## config.mk

```make
export PLATFORM = sky130hd
export DESIGN_NAME = cr_fifo_r_w_1c
export DESIGN_NICKNAME = d
export VERILOG_FILES = /design/src/rtl/cr_ram_r_w_2c.sv /design/src/rtl/cr_fifo_r_w_1c.sv
export SDC_FILE = /design/constraint.sdc
export NUM_CORES = 1
export LEC_CHECK = 0
export ABC_AREA = 0
export CAP_MARGIN = 10
export CORE_MARGIN = 2
export CORE_UTILIZATION = 45
export CTS_CLUSTER_SIZE = 40
export DETAILED_ROUTE_END_ITERATION = 6
export SLEW_MARGIN = 20
export SYNTH_ARGS = -nofsm -noshare
export SYNTH_HDL_FRONTEND = slang
export SYNTH_SLANG_ARGS = --single-unit
```

## constraint.sdc

```tcl
create_clock -name Clk -period 6.68 [get_ports Clk]
set_input_delay 0.668 -clock Clk [delete_from_list [all_inputs] [get_ports Clk]]
set_output_delay 0.668 -clock Clk [all_outputs]
set_load 0.01 [all_outputs]
```

## src/rtl/cr_ram_r_w_2c.sv

```systemverilog
// Simple dual-port RAM: one write port, one read port with independent clocks.
// Read is either combinational (pAsyncRead=1) or registered on RdEn (pAsyncRead=0).
module cr_ram_r_w_2c #(
  parameter int unsigned pWidth     = 8,
  parameter int unsigned pAddrSize  = 4,
  parameter bit          pAsyncRead = 1'b0
) (
  input  logic                 WrClk,
  input  logic                 WrEn,
  input  logic [pAddrSize-1:0] WrAddr,
  input  logic [pWidth-1:0]    WrData,
  input  logic                 RdClk,
  input  logic                 RdEn,
  input  logic [pAddrSize-1:0] RdAddr,
  output logic [pWidth-1:0]    RdData
);

  localparam int unsigned DEPTH = 2 ** pAddrSize;

  logic [pWidth-1:0] mem_q [DEPTH];

  always_ff @(posedge WrClk) begin
    if (WrEn) begin
      mem_q[WrAddr] <= WrData;
    end
  end

  generate
    if (pAsyncRead) begin : g_async_rd
      assign RdData = mem_q[RdAddr];
    end else begin : g_sync_rd
      logic [pWidth-1:0] rd_data_d;
      logic [pWidth-1:0] rd_data_q;

      // Read register holds its value while RdEn is low; the FIFO relies on
      // this to keep OutData stable during consumer stalls.
      always_comb begin
        rd_data_d = rd_data_q;
        if (RdEn) begin
          rd_data_d = mem_q[RdAddr];
        end
      end

      always_ff @(posedge RdClk) begin
        rd_data_q <= rd_data_d;
      end

      assign RdData = rd_data_q;
    end
  endgenerate

endmodule

```

## src/rtl/cr_fifo_r_w_1c.sv

```systemverilog
// Single-clock ready/valid FIFO controller around cr_ram_r_w_2c; the RAM read
// register doubles as the output holding register, so capacity is DEPTH+1.
module cr_fifo_r_w_1c #(
  parameter int unsigned pWidth      = 8,
  parameter int unsigned pAddrSize   = 4,
  parameter int unsigned pAlmostFull = 14
) (
  input  logic                 Clk,
  input  logic                 Rst,
  input  logic                 InValid,
  output logic                 InReady,
  input  logic [pWidth-1:0]    InData,
  output logic                 OutValid,
  input  logic                 OutReady,
  output logic [pWidth-1:0]    OutData,
  output logic [pAddrSize:0]   Level,
  output logic                 AlmostFull,
  output logic                 Empty
);

  localparam int unsigned DEPTH = 2 ** pAddrSize;
  localparam int unsigned PTR_W = pAddrSize + 1;
  localparam logic [PTR_W-1:0] DEPTH_CNT = PTR_W'(DEPTH);
  localparam logic [PTR_W-1:0] AF_LVL    = PTR_W'(pAlmostFull);

  logic [PTR_W-1:0] wr_ptr_d, wr_ptr_q;
  logic [PTR_W-1:0] rd_ptr_d, rd_ptr_q;
  logic             out_valid_d, out_valid_q;

  logic [PTR_W-1:0] ram_count;
  logic [PTR_W-1:0] level;
  logic             in_ready;
  logic             push;
  logic             pop;
  logic             wr_en;
  logic             rd_en;

  // Extra pointer MSB separates full (count == DEPTH) from empty (count == 0).
  always_comb begin
    ram_count   = wr_ptr_q - rd_ptr_q;
    in_ready    = (ram_count != DEPTH_CNT);
    push        = InValid & in_ready;
    pop         = out_valid_q & OutReady;
    wr_en       = push & ~Rst;
    rd_en       = (ram_count != '0) & (~out_valid_q | OutReady) & ~Rst;
    level       = ram_count + PTR_W'(out_valid_q);

    wr_ptr_d    = wr_ptr_q;
    rd_ptr_d    = rd_ptr_q;
    out_valid_d = out_valid_q;
    if (push) begin
      wr_ptr_d = wr_ptr_q + PTR_W'(1);
    end
    if (rd_en) begin
      rd_ptr_d    = rd_ptr_q + PTR_W'(1);
      out_valid_d = 1'b1;
    end else if (pop) begin
      out_valid_d = 1'b0;
    end
  end

  always_ff @(posedge Clk) begin
    if (Rst) begin
      wr_ptr_q    <= '0;
      rd_ptr_q    <= '0;
      out_valid_q <= 1'b0;
    end else begin
      wr_ptr_q    <= wr_ptr_d;
      rd_ptr_q    <= rd_ptr_d;
      out_valid_q <= out_valid_d;
    end
  end

  cr_ram_r_w_2c #(
    .pWidth     (pWidth),
    .pAddrSize  (pAddrSize),
    .pAsyncRead (1'b0)
  ) u_ram (
    .WrClk  (Clk),
    .WrEn   (wr_en),
    .WrAddr (wr_ptr_q[pAddrSize-1:0]),
    .WrData (InData),
    .RdClk  (Clk),
    .RdEn   (rd_en),
    .RdAddr (rd_ptr_q[pAddrSize-1:0]),
    .RdData (OutData)
  );

  assign InReady    = in_ready;
  assign OutValid   = out_valid_q;
  assign Level      = level;
  assign Empty      = (level == '0);
  assign AlmostFull = (level >= AF_LVL);

endmodule

```

* Word-level counts from Yosys, hierarchy flattened
Memory sizes are Yosys's and may differ from the RTL's. A register that Yosys moved wholly into a read port is not among the register bits. Cells that the tools add are included.
Word-level totals: register bits 11, memory bits (writable) 128, bits of input ports 12, output and inout bits 17, logic and storage cells 25, memories 1
Memories:
- u_ram.mem_q | depth 16, width 8, read ports 1, clocked after Yosys merged registers in 1, write ports 1, RTL line cr_ram_r_w_2c.sv:20 | logic [pWidth-1:0] mem_q [DEPTH];
Operators by class: add/sub/neg operators 4, magnitude comparators 1, equal/unequal tests 1, mux-type cells 4, bitwise operators 8, reduce and logical (&&, ||, !) cells 3
Operators by type and width (count):
- 5-bit by 1-bit adder with 5-bit output, second input constant | 2
- 5-bit by 1-bit adder with 5-bit output | 1
- 1-bit AND | 5
- 5-bit by 4-bit greater-or-equal comparator with 1-bit output, second input constant | 1
- 5-bit zero test | 1
- 5-bit != test, second input constant | 1
- 5-bit nonzero test | 1
- 5-bit subtractor | 1
- 1-bit two-way mux | 4
- 1-bit NOT | 2
- 2-bit nonzero test | 1
- 1-bit bitwise OR | 1

* Longest topological paths before layout
word-level depth 6, depth in mapped cells 11, depth with buffers taken out 9

* By module
From an unflattened synthesis, not the netlist that was laid out.
Second synthesis, totals: cell total of the unflattened synthesis 325, area total of the unflattened synthesis 6065.8 µm²
Modules (own cells, without submodules):
- cr_ram_r_w_2c | instances 1, cells an instance 229, area an instance 5227.5 µm², sequential area each 4083.9 µm²
- cr_fifo_r_w_1c | instances 1, cells an instance 96, area an instance 838.3 µm², sequential area each 220.2 µm²

* Worst setup path before layout
Ideal clock, no wire load.
path type register to register, from register rd_ptr_q[2], to memory u_ram.mem_q[0][0], enable pin, setup time 395 ps, data arrival time 3328 ps, required time 6285 ps, setup slack 2957 ps, stages on the path, launching flop included 11, path buffers 3, period minus slack after synthesis 3723 ps, cells stage by stage dfxtp_1 -> clkbuf_1 -> clkbuf_1 -> clkinv_1 -> ha_1 -> a21oi_1 -> a211o_1 -> a2bb2oi_2 -> nand2b_1 -> buf_4 -> nor4_1
Between the ends: cells in the longest elaborated chain, start to end 6
Ends and longest elaborated chain:
- start: declaration | RTL line cr_fifo_r_w_1c.sv:27 | logic [PTR_W-1:0] rd_ptr_d, rd_ptr_q;
- start signal: assignment | RTL line cr_fifo_r_w_1c.sv:69 | rd_ptr_q <= rd_ptr_d;
- 5-bit subtractor | RTL line cr_fifo_r_w_1c.sv:40 | ram_count = wr_ptr_q - rd_ptr_q;
- 5-bit != test | RTL line cr_fifo_r_w_1c.sv:41 | in_ready = (ram_count != DEPTH_CNT);
- 1-bit AND | RTL line cr_fifo_r_w_1c.sv:42 | push = InValid & in_ready;
- 1-bit AND | RTL line cr_fifo_r_w_1c.sv:44 | wr_en = push & ~Rst;
- 1-bit two-way mux | RTL line cr_ram_r_w_2c.sv:23 | if (WrEn) begin
- 1-bit two-way mux (not written as such) | RTL line cr_ram_r_w_2c.sv:24 | mem_q[WrAddr] <= WrData;
- end: declaration | RTL line cr_ram_r_w_2c.sv:20
No other way between the ends.

* Worst setup path in the final report
from register rd_ptr_q[1], to memory u_ram.mem_q[13][3], enable pin
The elaborated chain is that of the path after synthesis.

==> results.md <==
Timing:
- The maximum clock skew at final layout is 0.0171 ns.
- The post-route fraction of the period consumed by the critical path is 0.638.
- The number of setup violations in the final report is 0.
- The number of pins exceeding their max-slew limit in the final report came to 0.
- The worst pin sits at a relative slew slack of 0.286.
- The clock period minus final worst setup slack is 4.26 ns.
- Static timing analysis puts the maximum clock frequency at 235 MHz.
- The final hold violation count is 0.
- At the pin with the least slew margin, the transition time is 1.06 ns.
- Setup repair after global routing left no endpoint under its margin.
- The summed negative setup slack over all endpoints is 0 ns.

Detailed routing:
- In the final routed layout, each cell accounts on average for 22.6 um.
- The first-pass detailed-route iteration total is 4.
- The vias per cell is 5.66.
- The total number of vias is 3277.
- After the first detailed-routing iteration, the DRC count stood at 271.
- The remaining routing DRC violations is 0.
- The count of antenna-violating nets left after detailed routing is 0.
- The routed wire length is 13100 um.

CTS:
- The maximum buffer depth of the clock tree is 2.
- In this run the clock root is driven by a sky130_fd_sc_hd__clkbuf_16.
- CTS saw 147 sinks.
- After clock tree synthesis, the setup repair step added 0 buffers.
- TritonCTS built the clock tree.
- The maximum level of the CTS H-tree is 4.
- The count of instances resized after the clock tree is built is 0.
- The clock-pin transition on the worst setup and hold timing paths is 0.06 ns.
- The number of CTS-inserted buffers is 17.
- The count of hold-fix buffers inserted at cts is 0.
- Clock latency on the worst-skew pair, taken at its later pin, is 0.42 ns.

Power:
- The cell area power density is 386 nW/um2.
- The proportion of power drawn by flip-flops and latches is 0.392.
- The worst-case IR drop observed on VDD is 0.000237 V.
- The cell-internal power is about 2 mW.
- The net switching component of the power is between 0.7 and 0.8 mW.
- The overall power of the completed layout is around 2.8 mW.
- Of the total power, the share spent switching nets is 0.285.
- Of the total power, the clock network draws 0.333.
- In this run the static leakage power is 2.31 nW.
- The power share of the combinational group is 0.275.

Yosys:
- For this run, the number of Yosys warnings is 0.
- Each instance of the synthesized netlist takes up on average roughly 17 um2.
- Synthesis inferred 147 register bits.
- The fraction of the mapped netlist area in compound gates is 0.0329.
- The multiplexer share of the synthesized area is 0.125.
- After synthesis, the largest family of logic cells by area is multiplexers.
- The number of unique standard cell types used by synthesis is 46.
- The proportion of synthesized flip-flops having asynchronous set or reset is 0.
- The fraction of post-synthesis cell area in the top cell type by area is 0.666.
- Of the total synthesized cell area, the portion taken by XOR and XNOR cells is 0.00837.
- Ranked by total cell area, the synthesized netlist is headed by sky130_fd_sc_hd__edfxtp_1 67%, sky130_fd_sc_hd__mux4_2 12%, sky130_fd_sc_hd__dfxtp_1 3.6%, sky130_fd_sc_hd__ha_1 2.2%, sky130_fd_sc_hd__nand2_1 2.2%.
- Of the total synthesized cell area, the portion taken by full adders, half adders and majority gates is 0.0257.
- The net count after synthesis is around 380.
- The most used flip-flop cell after synthesis is sky130_fd_sc_hd__edfxtp_1.
- The largest total area in the synthesized netlist belongs to sky130_fd_sc_hd__edfxtp_1.
- The synthesized instance count is 355.
- Of the synthesized area, sequential elements account for 0.702.
- The post-synthesis share of cell area spent on and, or, nand and nor gates is 0.0862.
- The number of enable flip-flop cells after synthesis is about 140.
- The post-synth design cell area is 6130 um2.

Worst hold path:
- The worst hold path belongs to the class flip-flop to flip-flop.

Global routing:
- The global-route usage over all layers is 0.194.
- The number of global-route vias before repair is between 3000 and 4000.
- Global routing finished with a remaining overflow of 0.
- The number of antenna violations at the first check in global routing is 0.
- The first-pass GRT wire length is 20200 um.
- Entering global routing, the biggest net connects 37 pins.

Layout:
- The antenna cell count is 0.
- Measured on the finished design, the core utilization comes to 0.543.
- The number of nets in the finished design is 414.
- The ratio of cells with drive above 1 in the final layout is 0.213.
- The synthesis-to-layout area growth is 17.8%.
- The final non-filler cell total is 579.

Flow run:
- Across the run, the number of max-cap violations was 0.

Floorplan:
- From left edge to right edge, the die measures approximately 120 um.
- The region available for standard cell placement spans about 13000 um2.
- 29 I/O pins were placed.
- The initial utilization of the core area, before any placement, comes to 0.461.
- The total die area is 14600 um2.
- From bottom edge to top edge, the die measures 121 um.
- In this run the core area contains 42 standard-cell rows.

Critical path:
- The launching element type of the critical path is a flip-flop.
- Along the worst path, the maximum fanout reaches 28.
- The sort of element at the end of the critical path is a flip-flop.
- Data on the critical path is required at its endpoint by roughly 6.7 ns.
- The worst setup path is of the flip-flop to flip-flop kind.
- The critical path arrival is 4.29 ns.

Placement:
- The final weighted congestion in routability-driven placement is 0.771.
- The count of buffers inserted at the top-level ports is 28.
- The detailed placement HPWL is between 8000 and 9000 um.
- The instance count after placement with tap cells included is 547.

Status:
- The flow ran to the end, and the final reports show no timing, DRC or antenna violations.
[layout make-up]
| type | count | area, um2 |
|---|---|---|
| inverters | 9 | 33.8 |
| fillers | 1039 | 6070 |
| clock inverters | 15 | 158 |
| multi-input cells | 182 | 1760 |
| well taps | 176 | 220 |
| repair buffers | 33 | 318 |
| clock buffers | 17 | 425 |
| flip-flops and latches | 147 | 4310 |
[power groups by stage]
stage	clock, mW	combinational (mW)	sequential (mW)
final	0.928	0.767	1.09
after floorplan	0	0.489	1.12
after global placement	0	0.761	1.11
after detailed placement	0	0.766	1.11
after global routing	0.978	0.828	1.10
after CTS	0.939	0.773	1.09
[metal layers]
metal / GRT usage / share of wire / wire, um
met4: 0.0698 / 0.010 / 133
met5: 0 / 0 / 0
met3: 0.0486 / 0.061 / 803
met2: 0.304 / 0.49 / 6400
met1: 0.266 / 0.44 / 5770
[cell families after synthesis]
group                      after synthesis
AOI/OAI and AO/OA                       30
xor gates and xnor gates                 5
adders and majority gates               12
buffers and inverters                   26
DFF                                    147
muxes                                   36
and+or+nand+nor                         99
[cells in the final DEF (no fill, tap or decap), types with 8 or more instances in the layout]
cell type                         count
sky130_fd_sc_hd__edfxtp_1           136
sky130_fd_sc_hd__nand2_1             36
sky130_fd_sc_hd__mux4_2              32
sky130_fd_sc_hd__clkdlybuf4s50_1     28
sky130_fd_sc_hd__clkbuf_16           17
sky130_fd_sc_hd__nand2b_1            11
sky130_fd_sc_hd__ha_1                11
sky130_fd_sc_hd__dfxtp_1             10
sky130_fd_sc_hd__a21oi_1             10
sky130_fd_sc_hd__and3_1               9
sky130_fd_sc_hd__a31oi_1              8
sky130_fd_sc_hd__nor3_2               8
[final timing paths]
check | start | end | slack [ns] | cells past startpoint
max | rd_ptr_q[1] | u_ram.mem_q[13][3] | 2.42 | 8
min | wr_ptr_q[4] | wr_ptr_q[4] | 0.50 | 2
max reg2reg | rd_ptr_q[1] | u_ram.mem_q[13][3] | 2.42 | 8
min reg2reg | wr_ptr_q[4] | wr_ptr_q[4] | 0.50 | 2
[flip-flops by register name (all words and copies together) (netlist names)]
register / cells
u_ram.mem_q: 128
OutValid: 1
wr_ptr_q: 5
u_ram.RdData: 8
rd_ptr_q: 5
[per-stage QoR]
stage	hold slack [ns]	worst slack [ns]	instance area (um2)
floorplan	0.465	2.96	6130
global placement	0.479	2.66	6590
detailed placement	0.497	2.46	6590
finish	0.498	2.42	7220
CTS	0.507	2.42	7170
global route	0.528	2.14	7220
[critical path, stage by stage, from the launching register on]
cell and delay [ns]:
sky130_fd_sc_hd__dfxtp_1 0.31, sky130_fd_sc_hd__buf_4 0.33, sky130_fd_sc_hd__clkinv_1 0.36, sky130_fd_sc_hd__fa_1 0.56
sky130_fd_sc_hd__xor2_2 0.29, sky130_fd_sc_hd__a211o_1 0.23, sky130_fd_sc_hd__a2bb2oi_2 0.14, sky130_fd_sc_hd__nand2b_1 0.61
sky130_fd_sc_hd__nor3_1 1.04
[synthesized netlist by cell type, types with 4 or more instances]
cell,number
sky130_fd_sc_hd__or3_1,6
sky130_fd_sc_hd__a31oi_1,8
sky130_fd_sc_hd__a21oi_1,10
sky130_fd_sc_hd__mux4_2,32
sky130_fd_sc_hd__inv_1,7
sky130_fd_sc_hd__edfxtp_1,136
sky130_fd_sc_hd__nor3_1,13
sky130_fd_sc_hd__clkbuf_1,10
sky130_fd_sc_hd__ha_1,11
sky130_fd_sc_hd__nand2_1,36
sky130_fd_sc_hd__nor2b_1,4
sky130_fd_sc_hd__nand2b_1,11
sky130_fd_sc_hd__and3_1,9
sky130_fd_sc_hd__dfxtp_1,11
Note: power is estimated with default switching activity, not from simulation.
